`src/rtl/pmod_joystick_spi_responder.sv`:
```
// pmod_joystick_spi_responder
//   Device-side emulation of the PmodJSTK SPI joystick for the loopback harness.
//   A joystick master reads a 5-byte frame of X, Y and button data from this block
//   and writes an LED command byte to it. The frame is built from x_in/y_in/btn_in
//   at the moment chip select goes low. All SPI pins are oversampled in the clk
//   domain, and nothing in the block is clocked by sclk.
//
// Ports
//   clk, reset        system clock (>= 8x sclk); asynchronous active-high reset
//   cs_n, sclk, mosi  SPI from the master (mode 0, sclk idles low)
//   miso, miso_oe     SPI data to the master, and the pad tri-state enable
//   x_in, y_in        10-bit joystick position reported in the frame
//   btn_in            {btn2, btn1, joystick_btn}
//   led               last valid LED command {led2, led1}
//   frame_done        1-clk pulse when a complete 40-bit frame is closed by cs_n
//   frame_err         1-clk pulse when cs_n closes a frame after 1..39 bits
module pmod_joystick_spi_responder #(
   parameter int SYNC_STAGES = 2,
   parameter int FRAME_BYTES = 5
) (
   input  logic       clk,
   input  logic       reset,
   input  logic       cs_n,
   input  logic       sclk,
   input  logic       mosi,
   output logic       miso,
   output logic       miso_oe,
   input  logic [9:0] x_in,
   input  logic [9:0] y_in,
   input  logic [2:0] btn_in,
   output logic [1:0] led,
   output logic       frame_done,
   output logic       frame_err
);

   localparam int FRAME_BITS = FRAME_BYTES * 8;

   typedef enum logic [1:0] {IDLE, SHIFT, DRAIN} state_t;

   state_t                  state;
   logic [SYNC_STAGES-1:0]  cs_sync;
   logic [SYNC_STAGES-1:0]  sclk_sync;
   logic [SYNC_STAGES-1:0]  mosi_sync;
   logic                    cs_prev;
   logic                    sclk_prev;
   logic [5:0]              bit_cnt;
   logic [FRAME_BITS-1:0]   tx_sr;
   logic [7:0]              rx_sr;

   logic                    cs_s;
   logic                    sclk_s;
   logic                    mosi_s;
   logic                    cs_fall;
   logic                    cs_rise;
   logic                    sclk_rise;
   logic                    sclk_fall;
   logic [7:0]              rx_next;
   logic [FRAME_BITS-1:0]   tx_image;

   assign cs_s      = cs_sync[SYNC_STAGES-1];
   assign sclk_s    = sclk_sync[SYNC_STAGES-1];
   assign mosi_s    = mosi_sync[SYNC_STAGES-1];
   assign cs_fall   = cs_prev & ~cs_s;
   assign cs_rise   = ~cs_prev & cs_s;
   assign sclk_rise = ~sclk_prev & sclk_s;
   assign sclk_fall = sclk_prev & ~sclk_s;
   assign rx_next   = {rx_sr[6:0], mosi_s};

   // Frame layout, first byte in the MSBs so the image simply shifts left.
   assign tx_image = {x_in[7:0], 6'b0, x_in[9:8],
                      y_in[7:0], 6'b0, y_in[9:8],
                      5'b0, btn_in};

   // Input synchronizers plus one history flop each for edge detection.
   // cs_n resets to its deselected level so reset release never fakes a falling edge.
   always_ff @(posedge clk or posedge reset) begin
      if (reset) begin
         cs_sync   <= '1;
         sclk_sync <= '0;
         mosi_sync <= '0;
         cs_prev   <= 1'b1;
         sclk_prev <= 1'b0;
      end else begin
         cs_sync   <= {cs_sync[SYNC_STAGES-2:0], cs_n};
         sclk_sync <= {sclk_sync[SYNC_STAGES-2:0], sclk};
         mosi_sync <= {mosi_sync[SYNC_STAGES-2:0], mosi};
         cs_prev   <= cs_s;
         sclk_prev <= sclk_s;
      end
   end

   // Frame FSM; all outputs are registered here.
   always_ff @(posedge clk or posedge reset) begin
      if (reset) begin
         state      <= IDLE;
         miso       <= 1'b0;
         miso_oe    <= 1'b0;
         led        <= 2'b00;
         frame_done <= 1'b0;
         frame_err  <= 1'b0;
         bit_cnt    <= '0;
         tx_sr      <= '0;
         rx_sr      <= '0;
      end else begin
         frame_done <= 1'b0;
         frame_err  <= 1'b0;
         case (state)
            IDLE: begin
               miso    <= 1'b0;
               miso_oe <= 1'b0;
               if (cs_fall) begin
                  tx_sr   <= tx_image;
                  miso    <= tx_image[FRAME_BITS-1];
                  miso_oe <= 1'b1;
                  bit_cnt <= '0;
                  rx_sr   <= '0;
                  state   <= SHIFT;
               end
            end

            SHIFT: begin
               // Deselect wins over any sclk edge seen on the same sample.
               if (cs_rise) begin
                  miso    <= 1'b0;
                  miso_oe <= 1'b0;
                  state   <= IDLE;
                  if (bit_cnt == 6'(FRAME_BITS))
                     frame_done <= 1'b1;
                  else if (bit_cnt != '0)
                     frame_err <= 1'b1;
               end else if (sclk_rise) begin
                  rx_sr   <= rx_next;
                  bit_cnt <= bit_cnt + 6'd1;
                  // The command byte is complete on the 8th rising edge.
                  if (bit_cnt == 6'd7 && rx_next[7:2] == 6'b100000)
                     led <= rx_next[1:0];
               end else if (sclk_fall && bit_cnt != '0) begin
                  if (bit_cnt == 6'(FRAME_BITS)) begin
                     miso  <= 1'b0;
                     state <= DRAIN;
                  end else begin
                     miso  <= tx_sr[FRAME_BITS-2];
                     tx_sr <= {tx_sr[FRAME_BITS-2:0], 1'b0};
                  end
               end
            end

            DRAIN: begin
               miso <= 1'b0;
               if (cs_rise) begin
                  miso_oe    <= 1'b0;
                  frame_done <= 1'b1;
                  state      <= IDLE;
               end
            end

            default: begin
               miso    <= 1'b0;
               miso_oe <= 1'b0;
               state   <= IDLE;
            end
         endcase
      end
   end

endmodule

```
`config.mk`:
```
export PLATFORM = sky130hd
export DESIGN_NAME = pmod_joystick_spi_responder
export DESIGN_NICKNAME = d
export VERILOG_FILES = /design/src/rtl/pmod_joystick_spi_responder.sv
export SDC_FILE = /design/constraint.sdc
export NUM_CORES = 1
export LEC_CHECK = 0
export ABC_CLOCK_PERIOD_IN_PS = 2900
export CORE_MARGIN = 2
export CORE_UTILIZATION = 33
export DETAILED_ROUTE_END_ITERATION = 12
export PLACE_DENSITY = 0.63
export SETUP_SLACK_MARGIN = 0.3
export SLEW_MARGIN = 15
export SYNTH_ARGS = -nofsm -noshare
export SYNTH_HDL_FRONTEND = slang
export SYNTH_SLANG_ARGS = --single-unit
```
`constraint.sdc`:
```
create_clock -name clk -period 2.9 [get_ports clk]
set_input_delay 0.725 -clock clk [delete_from_list [all_inputs] [get_ports clk]]
set_output_delay 0.725 -clock clk [all_outputs]
set_load 0.01 [all_outputs]
```
==> flow_summary.html, run 1 <==
<table>
<tr><th>Metric</th><th>Value</th></tr>
<tr><th colspan="2">Synthesis</th></tr>
<tr><td>Fraction of the yosys area taken by sequential cells</td><td>0.531</td></tr>
<tr><td>Biggest area consumer among synthesized cells</td><td>dfrtp_1</td></tr>
<tr><td>Synthesized area per cell</td><td>12.6 µm²</td></tr>
<tr><td>Post-synth EDFFs</td><td>0</td></tr>
<tr><td>Cell area after technology mapping</td><td>3210 µm²</td></tr>
<tr><td>Largest cells by area after synthesis</td><td>dfrtp_1 51%, mux2_4 8.9%, mux2_2 8.8%</td></tr>
<tr><td>Top-area cell type share of the netlist area</td><td>0.506</td></tr>
<tr><td>Yosys synthesis warning count</td><td>0</td></tr>
<tr><td>Netlist cell types</td><td>46</td></tr>
<tr><td>Post-synth top flop</td><td>dfrtp_1</td></tr>
<tr><td>Synthesized netlist cell count</td><td>254</td></tr>
<tr><td>Post-synthesis register bit count</td><td>68</td></tr>
<tr><td>Total nets after synthesis</td><td>288</td></tr>
<tr><td>Fraction of synthesis flops using an asynchronous set or reset pin</td><td>1.00</td></tr>
<tr><th colspan="2">Critical path</th></tr>
<tr><td>Setup Crit Path Kind</td><td>flop to flop</td></tr>
<tr><td>Required time of the critical path</td><td>3.12 ns</td></tr>
<tr><td>Crit end category</td><td>flop</td></tr>
<tr><td>Worst Setup Start Kind</td><td>flop</td></tr>
<tr><td>Cells traversed along the worst timing path</td><td>inv_1, ha_1, a21boi_0, a221oi_4, buf_4, mux2_4</td></tr>
<tr><td>Critical-path top delay cell</td><td>a21boi_0</td></tr>
<tr><td>Crit path largest cell delay</td><td>0.68 ns</td></tr>
<tr><td>Arrival time worst endpoint</td><td>2.67 ns</td></tr>
<tr><td>Largest fanout of any net on the critical path</td><td>21</td></tr>
<tr><th colspan="2">Global routing</th></tr>
<tr><td>Initial antenna violation count</td><td>0</td></tr>
<tr><td>Overall routing resource usage</td><td>0.126</td></tr>
<tr><td>Remaining Overflow, GRT</td><td>0</td></tr>
<tr><td>Pin count of the biggest net entering global routing</td><td>50</td></tr>
<tr><td>First-pass GRT wire length</td><td>10.2 mm</td></tr>
<tr><td>Number of global-route vias before repair</td><td>2072</td></tr>
<tr><th colspan="2">Cells and area</th></tr>
<tr><td>Fraction of layout instances using a drive strength above 1</td><td>0.256</td></tr>
<tr><td>Ant. Diodes</td><td>0</td></tr>
<tr><td>Area delta synth-&gt;final</td><td>22.4%</td></tr>
<tr><td>Multi-input gate area</td><td>1400 µm²</td></tr>
<tr><td>Utilization after layout</td><td>0.410</td></tr>
<tr><td>Number of nets in the layout</td><td>326</td></tr>
<tr><td>Commonest cells after routing, fill and taps aside</td><td>65 x dfrtp_1, 33 x clkdlybuf4s50_1, 25 x mux2_2, 19 x mux2_4, 18 x a22o_1</td></tr>
<tr><td>Most frequent standard cell in the layout excluding fill and tap cells</td><td>dfrtp_1</td></tr>
<tr><td>Sequential cell area</td><td>1710 µm²</td></tr>
<tr><td>Area of all placed cells without fillers</td><td>3930 µm²</td></tr>
<tr><td>Number of fillers in the final layout</td><td>939</td></tr>
<tr><th colspan="2">Job</th></tr>
<tr><td>Maximum Capacitance Violations</td><td>0</td></tr>
<tr><th colspan="2">CTS</th></tr>
<tr><td>Maximum clock path buffer count</td><td>2</td></tr>
<tr><td>H-tree Lvls</td><td>3</td></tr>
<tr><td>Clock tree from TritonCTS</td><td>yes</td></tr>
<tr><td>Clock slew at the register clock pins of the worst setup and hold paths</td><td>0.07 ns</td></tr>
<tr><td>Num CTS Buffers</td><td>9</td></tr>
<tr><td>Clock latency of the later-clocked register in the worst-skew pair</td><td>0.34 ns</td></tr>
<tr><td>Sinks on Clock Net</td><td>68</td></tr>
<tr><td>Master cell of the clock root buffer</td><td>clkbuf_8</td></tr>
<tr><th colspan="2">Route</th></tr>
<tr><td>Wirelength per Cell</td><td>14.5 µm</td></tr>
<tr><td>Total via count after detailed routing</td><td>2069</td></tr>
<tr><td>Detailed-router iteration count before antenna repair</td><td>4</td></tr>
<tr><td>Via density per instance</td><td>4.81</td></tr>
<tr><td>DR iter-0 viols</td><td>80</td></tr>
<tr><td>Drt drc</td><td>0</td></tr>
<tr><td>Routed wire length</td><td>6.25 mm</td></tr>
<tr><td>Post-route antenna net violation count</td><td>0</td></tr>
<tr><th colspan="2">Floorplan</th></tr>
<tr><td>Die boundary height</td><td>103 µm</td></tr>
<tr><td>Core Box Area</td><td>9590 µm²</td></tr>
<tr><td>Std-Cell Rows</td><td>36</td></tr>
<tr><td>Effective utilization at floorplan</td><td>0.335</td></tr>
<tr><td>I/O pin total</td><td>34</td></tr>
<tr><td>Width of the chip</td><td>103 µm</td></tr>
<tr><td>Area enclosed by the die boundary</td><td>10500 µm²</td></tr>
<tr><th colspan="2">STA</th></tr>
<tr><td>Number of failing setup endpoints in the final timing report</td><td>0</td></tr>
<tr><td>Time the worst path needs with I/O delays and setup</td><td>2.45 ns</td></tr>
<tr><td>Fin. max-slew vios</td><td>0</td></tr>
<tr><td>Maximum achievable frequency</td><td>408 MHz</td></tr>
<tr><td>Worst Skew</td><td>0.00800 ns</td></tr>
<tr><td>Slew at the pin with the worst max-slew slack</td><td>0.761 ns</td></tr>
<tr><td>Worst hold slack</td><td>0.353 ns</td></tr>
<tr><td>Final-report hold violation count</td><td>0</td></tr>
<tr><td>Post-route setup TNS</td><td>0 ns</td></tr>
<tr><td>Unrepaired setup endpoints after global routing</td><td>yes</td></tr>
<tr><td>Worst slew margin relative to its limit</td><td>0.488</td></tr>
<tr><td>Final period utilization</td><td>0.845</td></tr>
<tr><th colspan="2">Pwr</th></tr>
<tr><td>Leakage</td><td>1.72 nW</td></tr>
<tr><td>IR drop worst, VDD</td><td>0.404 mV</td></tr>
<tr><td>Cell area power density</td><td>885 nW/µm²</td></tr>
<tr><th colspan="2">Status</th></tr>
<tr><td>Run status</td><td>finished clean</td></tr>
<tr><th colspan="2">Placed design</th></tr>
<tr><td>IO Port Bufs</td><td>33</td></tr>
<tr><td>Final weighted congestion in routability-driven placement</td><td>0.841</td></tr>
<tr><td>Area of placed instances</td><td>3680 µm²</td></tr>
<tr><td>DP HPWL</td><td>4.31 mm</td></tr>
<tr><th colspan="2">Hold path</th></tr>
<tr><td>Worst hold path class</td><td>flop to flop</td></tr>
</table>
==> report_power, final <==
group	internal, mW	switching (mW)
clock network	0.489	0.360
logic	0.708	0.571
registers	1.19	0.155
==> through the flow <==
stage	worst slack, ns	instances	total power [mW]
floorplan	0.468	254	2.36
global placement	0.523	411	2.60
detailed placement	0.455	411	2.63
CTS	0.428	427	3.50
global route	0.298	430	3.69
finish	0.449	430	3.48
==> critical path, delay by kind of cell, from the launching register on <==
| family | cells | cell delay [ns] |
|---|---|---|
| AOI/OAI and AO/OA | 2 | 0.71 |
| adders and majority gates | 1 | 0.46 |
| buffers and inverters | 2 | 0.42 |
| DFF | 1 | 0.40 |
| muxes | 1 | 0.34 |
==> logic make-up after synthesis <==
family / synth area share
AO/OA/AOI/OAI: 0.128
XOR/XNOR: 0.00273
adder cells (fa/ha/maj): 0.0234
buffers and inverters: 0.0382
flip-flops: 0.531
multiplexers: 0.189
AND/OR/NAND/NOR: 0.0880
==> path summary, 6_finish.rpt <==
kind,endpoint,slack [ns],depth (start not counted),from
max in group asynchronous,cs_sync[1]$_DFF_PP1_,1.54,3,reset
min,mosi_sync[1]$_DFF_PP0_,0.35,0,mosi_sync[0]$_DFF_PP0_
max,tx_sr[19]$_DFFE_PP0P_,0.45,6,state[1]$_DFFE_PP0P_
min reg2reg,mosi_sync[1]$_DFF_PP0_,0.35,0,mosi_sync[0]$_DFF_PP0_
max reg2reg,tx_sr[19]$_DFFE_PP0P_,0.45,6,state[1]$_DFFE_PP0P_
min in group asynchronous,bit_cnt[0]$_DFFE_PP0P_,0.71,2,reset
==> per-layer routing <==
metal	track usage	wire length, µm	up-vias
met5	0	0	-
met4	0.0308	42	0
met3	0.0468	250	5
met2	0.179	2900	34
met1	0.182	3050	1033
li1	-	-	997
==> final cells by class <==
type,count,area share
clock inverter,5,0.0220
timing repair buffer,41,0.103
sequential,68,0.434
tap,133,0.0423
multi-input combinational,163,0.357
clock buffer,11,0.0334
inverter,9,0.00860
==> timing repair <==
item / CTS / global route
resized for setup: 0 / 2
hold buffers: 0 / 0
endpoints found under the setup margin: 0 / 23
endpoints found under the hold margin: 0 / 0
setup buffers: 0 / 3
==> flip-flops by register name, summed over array words and instances (netlist names) <==
signal	flops
frame_done	1
sclk_prev	1
cs_prev	1
rx_sr	7
state	2
led	2
cs_sync	2
frame_err	1
miso	1
miso_oe	1
tx_sr	39
sclk_sync	2
mosi_sync	2
bit_cnt	6
==> synth_stat cells (2+ instances only) <==
| cell type | n |
|---|---|
| a211oi_1 | 2 |
| o22ai_1 | 2 |
| buf_6 | 4 |
| a21boi_0 | 2 |
| ha_1 | 6 |
| nand2b_1 | 6 |
| nand2_1 | 16 |
| clkbuf_1 | 6 |
| a21oi_1 | 4 |
| dfstp_2 | 3 |
| mux2_2 | 25 |
| o211ai_1 | 3 |
| nor2_1 | 7 |
| nand3b_1 | 2 |
| a22o_1 | 18 |
| mux2i_1 | 4 |
| dfrtp_1 | 65 |
| o21ai_0 | 12 |
| nand3_1 | 13 |
| buf_2 | 2 |
| inv_1 | 9 |
| mux2_4 | 19 |
(Power assumes the default switching activity.)
==> run 2: changes to the inputs <==
ABC_CLOCK_PERIOD_IN_PS = 2550   (was 2900)
clock period = 2.55 ns   (was 2.9 ns; I/O delays follow)
==> run 2 against run 1 <==
  * Sequential power increased by 13%
  * Global-route usage increased by 0.50 points
  * Maximum frequency increased by 12%
==> flow_summary.html, run 2 (synthesis gave the netlist of run 1 again) <==
<table>
<tr><th>Metric</th><th>Value</th></tr>
<tr><th colspan="2">Global routing</th></tr>
<tr><td>Remaining Overflow, GRT</td><td>0</td></tr>
<tr><td>Pin count of the biggest net entering global routing</td><td>50</td></tr>
<tr><td>Number of global-route vias before repair</td><td>2066</td></tr>
<tr><td>Overall routing resource usage</td><td>0.131</td></tr>
<tr><td>First-pass GRT wire length</td><td>10.5 mm</td></tr>
<tr><td>Initial antenna violation count</td><td>0</td></tr>
<tr><th colspan="2">Placed design</th></tr>
<tr><td>Pre-CTS setup slack</td><td>0.273 ns</td></tr>
<tr><td>IO Port Bufs</td><td>33</td></tr>
<tr><td>DP HPWL</td><td>4.29 mm</td></tr>
<tr><td>DP Cell Count</td><td>415</td></tr>
<tr><td>Final weighted congestion in routability-driven placement</td><td>0.850</td></tr>
<tr><td>Area of placed instances</td><td>3730 µm²</td></tr>
<tr><th colspan="2">Critical path</th></tr>
<tr><td>Arrival time worst endpoint</td><td>2.41 ns</td></tr>
<tr><td>Critical-path top delay cell</td><td>or3b_4</td></tr>
<tr><td>Buf/Inv on CP</td><td>3</td></tr>
<tr><td>Required time of the critical path</td><td>2.77 ns</td></tr>
<tr><td>Largest fanout of any net on the critical path</td><td>5</td></tr>
<tr><td>Crit path largest cell delay</td><td>0.42 ns</td></tr>
<tr><td>Worst Setup Start Kind</td><td>flop</td></tr>
<tr><td>Cells traversed along the worst timing path</td><td>inv_1, ha_1, or3b_4, o2111ai_4, a221oi_4, buf_4, clkbuf_16, mux2_4</td></tr>
<tr><td>Cell class contributing the biggest share of worst-path delay</td><td>buffers and inverters</td></tr>
<tr><td>Crit end category</td><td>flop</td></tr>
<tr><td>Setup Crit Path Kind</td><td>flop to flop</td></tr>
<tr><th colspan="2">Cells and area</th></tr>
<tr><td>Number of fillers in the final layout</td><td>882</td></tr>
<tr><td>Number of nets in the layout</td><td>334</td></tr>
<tr><td>Flip-flop count of the largest register after layout</td><td>39</td></tr>
<tr><td>Ant. Diodes</td><td>0</td></tr>
<tr><td>Area of all placed cells without fillers</td><td>4040 µm²</td></tr>
<tr><td>Utilization after layout</td><td>0.421</td></tr>
<tr><td>Area delta synth-&gt;final</td><td>25.7%</td></tr>
<tr><td>Most frequent standard cell in the layout excluding fill and tap cells</td><td>dfrtp_1</td></tr>
<tr><td>Commonest cells after routing, fill and taps aside</td><td>65 x dfrtp_1, 33 x clkdlybuf4s50_1, 25 x mux2_2, 19 x mux2_4, 18 x a22o_1</td></tr>
<tr><td>Reg with most FFs</td><td>tx_sr</td></tr>
<tr><td>Non-filler cells in the finished layout</td><td>438</td></tr>
<tr><td>Top Registers</td><td>tx_sr x39, rx_sr x7, bit_cnt x6</td></tr>
<tr><td>Fraction of layout instances using a drive strength above 1</td><td>0.292</td></tr>
<tr><th colspan="2">Route</th></tr>
<tr><td>Total via count after detailed routing</td><td>2094</td></tr>
<tr><td>Detailed-router iteration count before antenna repair</td><td>4</td></tr>
<tr><td>Wirelength per Cell</td><td>14.8 µm</td></tr>
<tr><td>Via density per instance</td><td>4.78</td></tr>
<tr><td>Routed wire length</td><td>6.49 mm</td></tr>
<tr><td>DR iter-0 viols</td><td>94</td></tr>
<tr><td>Drt drc</td><td>0</td></tr>
<tr><td>Post-route antenna net violation count</td><td>0</td></tr>
<tr><th colspan="2">CTS</th></tr>
<tr><td>H-tree Lvls</td><td>3</td></tr>
<tr><td>Sinks on Clock Net</td><td>68</td></tr>
<tr><td>Num CTS Buffers</td><td>9</td></tr>
<tr><td>Clock slew at the register clock pins of the worst setup and hold paths</td><td>0.07 ns</td></tr>
<tr><td>Clock latency of the later-clocked register in the worst-skew pair</td><td>0.34 ns</td></tr>
<tr><td>Count of hold buffers inserted by post-cts repair</td><td>0</td></tr>
<tr><td>Master cell of the clock root buffer</td><td>clkbuf_8</td></tr>
<tr><td>Clock tree from TritonCTS</td><td>yes</td></tr>
<tr><td>Maximum clock path buffer count</td><td>2</td></tr>
<tr><th colspan="2">STA</th></tr>
<tr><td>Final-report hold violation count</td><td>0</td></tr>
<tr><td>Final period utilization</td><td>0.856</td></tr>
<tr><td>Time the worst path needs with I/O delays and setup</td><td>2.18 ns</td></tr>
<tr><td>Slew at the pin with the worst max-slew slack</td><td>0.665 ns</td></tr>
<tr><td>Maximum achievable frequency</td><td>458 MHz</td></tr>
<tr><td>Fin. max-slew vios</td><td>0</td></tr>
<tr><td>Unrepaired setup endpoints after global routing</td><td>no</td></tr>
<tr><td>PnR worst setup slack</td><td>0.367 ns</td></tr>
<tr><td>Number of failing setup endpoints in the final timing report</td><td>0</td></tr>
<tr><td>Worst slew margin relative to its limit</td><td>0.555</td></tr>
<tr><td>Worst Skew</td><td>0.00511 ns</td></tr>
<tr><td>Post-route setup TNS</td><td>0 ns</td></tr>
<tr><th colspan="2">Floorplan</th></tr>
<tr><td>I/O pin total</td><td>34</td></tr>
<tr><td>Effective utilization at floorplan</td><td>0.335</td></tr>
<tr><td>Width of the chip</td><td>103 µm</td></tr>
<tr><td>Die boundary height</td><td>103 µm</td></tr>
<tr><td>Std-Cell Rows</td><td>36</td></tr>
<tr><td>Area enclosed by the die boundary</td><td>10500 µm²</td></tr>
<tr><td>Core Box Area</td><td>9590 µm²</td></tr>
<tr><th colspan="2">Job</th></tr>
<tr><td>Maximum Capacitance Violations</td><td>0</td></tr>
<tr><th colspan="2">Pwr</th></tr>
<tr><td>Part of the power in the clock network</td><td>0.222</td></tr>
<tr><td>Flop pwr share</td><td>0.377</td></tr>
<tr><td>IR drop worst, VDD</td><td>0.590 mV</td></tr>
<tr><td>Net switching power</td><td>1.28 mW</td></tr>
<tr><td>Combinational fraction of design power</td><td>0.400</td></tr>
<tr><td>Cell area power density</td><td>1010 nW/µm²</td></tr>
<tr><td>Leakage</td><td>1.76 nW</td></tr>
<tr><td>Switching power share of the total</td><td>0.315</td></tr>
<tr><td>Internal Dissipation</td><td>2.78 mW</td></tr>
<tr><th colspan="2">Hold path</th></tr>
<tr><td>Worst hold path class</td><td>flop to flop</td></tr>
<tr><th colspan="2">Status</th></tr>
<tr><td>Run status</td><td>finished clean</td></tr>
</table>
run 2: repair_timing:
action	4_1_cts	5_1_grt
pin swaps	1	2
hold endpoints to repair	0	0
setup buffers	2	3
gates cloned	0	2
setup endpoints to repair	27	52
resized for setup	2	6
run 2: metal layers:
| layer | wire [µm] | global-route usage | vias to the layer above |
|---|---|---|---|
| li1 | - | - | 1008 |
| met1 | 3220 | 0.194 | 1049 |
| met2 | 2970 | 0.182 | 31 |
| met3 | 223 | 0.0366 | 6 |
| met4 | 77 | 0.0462 | 0 |
| met5 | 0 | 0 | - |
run 2: worst register-to-register path: cells and delay by family (launching register included):
kind            cells  cell delay, ns
buf+inv             3            0.42
mux                 1            0.29
fa+ha+maj           1            0.13
simple gates        1            0.42
compound gates      2            0.39
flops               1            0.41
run 2: per-stage QoR:
step / total power [mW] / hold WS, ns
after CTS: 3.98 / 0.352
final: 4.06 / 0.351
after global placement: 2.99 / 0.334
after global routing: 4.32 / 0.359
after floorplan: 2.69 / 0.331
after detailed placement: 3.03 / 0.336
run 2: power by group through the flow:
stage	clock network [mW]	registers [mW]	logic, mW
final	0.903	1.53	1.63
after global routing	0.980	1.57	1.77
after CTS	0.931	1.53	1.51
after detailed placement	0	1.55	1.48
after global placement	0	1.54	1.45
after floorplan	0	1.50	1.19
run 2: path summary, 6_finish.rpt:
kind	start	end	slack [ns]	cells after the start
setup / recovery	bit_cnt[0]$_DFFE_PP0P_	tx_sr[18]$_DFFE_PP0P_	0.37	8
hold / removal	sclk_sync[0]$_DFF_PP0_	sclk_sync[1]$_DFF_PP0_	0.35	0
setup reg to reg	bit_cnt[0]$_DFFE_PP0P_	tx_sr[18]$_DFFE_PP0P_	0.37	8
hold reg to reg	sclk_sync[0]$_DFF_PP0_	sclk_sync[1]$_DFF_PP0_	0.35	0
max in group asynchronous	reset	cs_sync[0]$_DFF_PP1_	1.55	3
min in group asynchronous	reset	tx_sr[14]$_DFFE_PP0P_	0.71	3
run 2: layout make-up:
| class | count | area (µm²) | area share |
|---|---|---|---|
| Clock buffer | 12 | 155 | 0.0384 |
| Multi-Input combinational cell | 163 | 1430 | 0.354 |
| Sequential cell | 68 | 1710 | 0.422 |
| Clock inverter | 4 | 47.5 | 0.0118 |
| Tap cell | 133 | 166 | 0.0412 |
| Timing Repair Buffer | 49 | 497 | 0.123 |
| Inverter | 9 | 37.5 | 0.00930 |
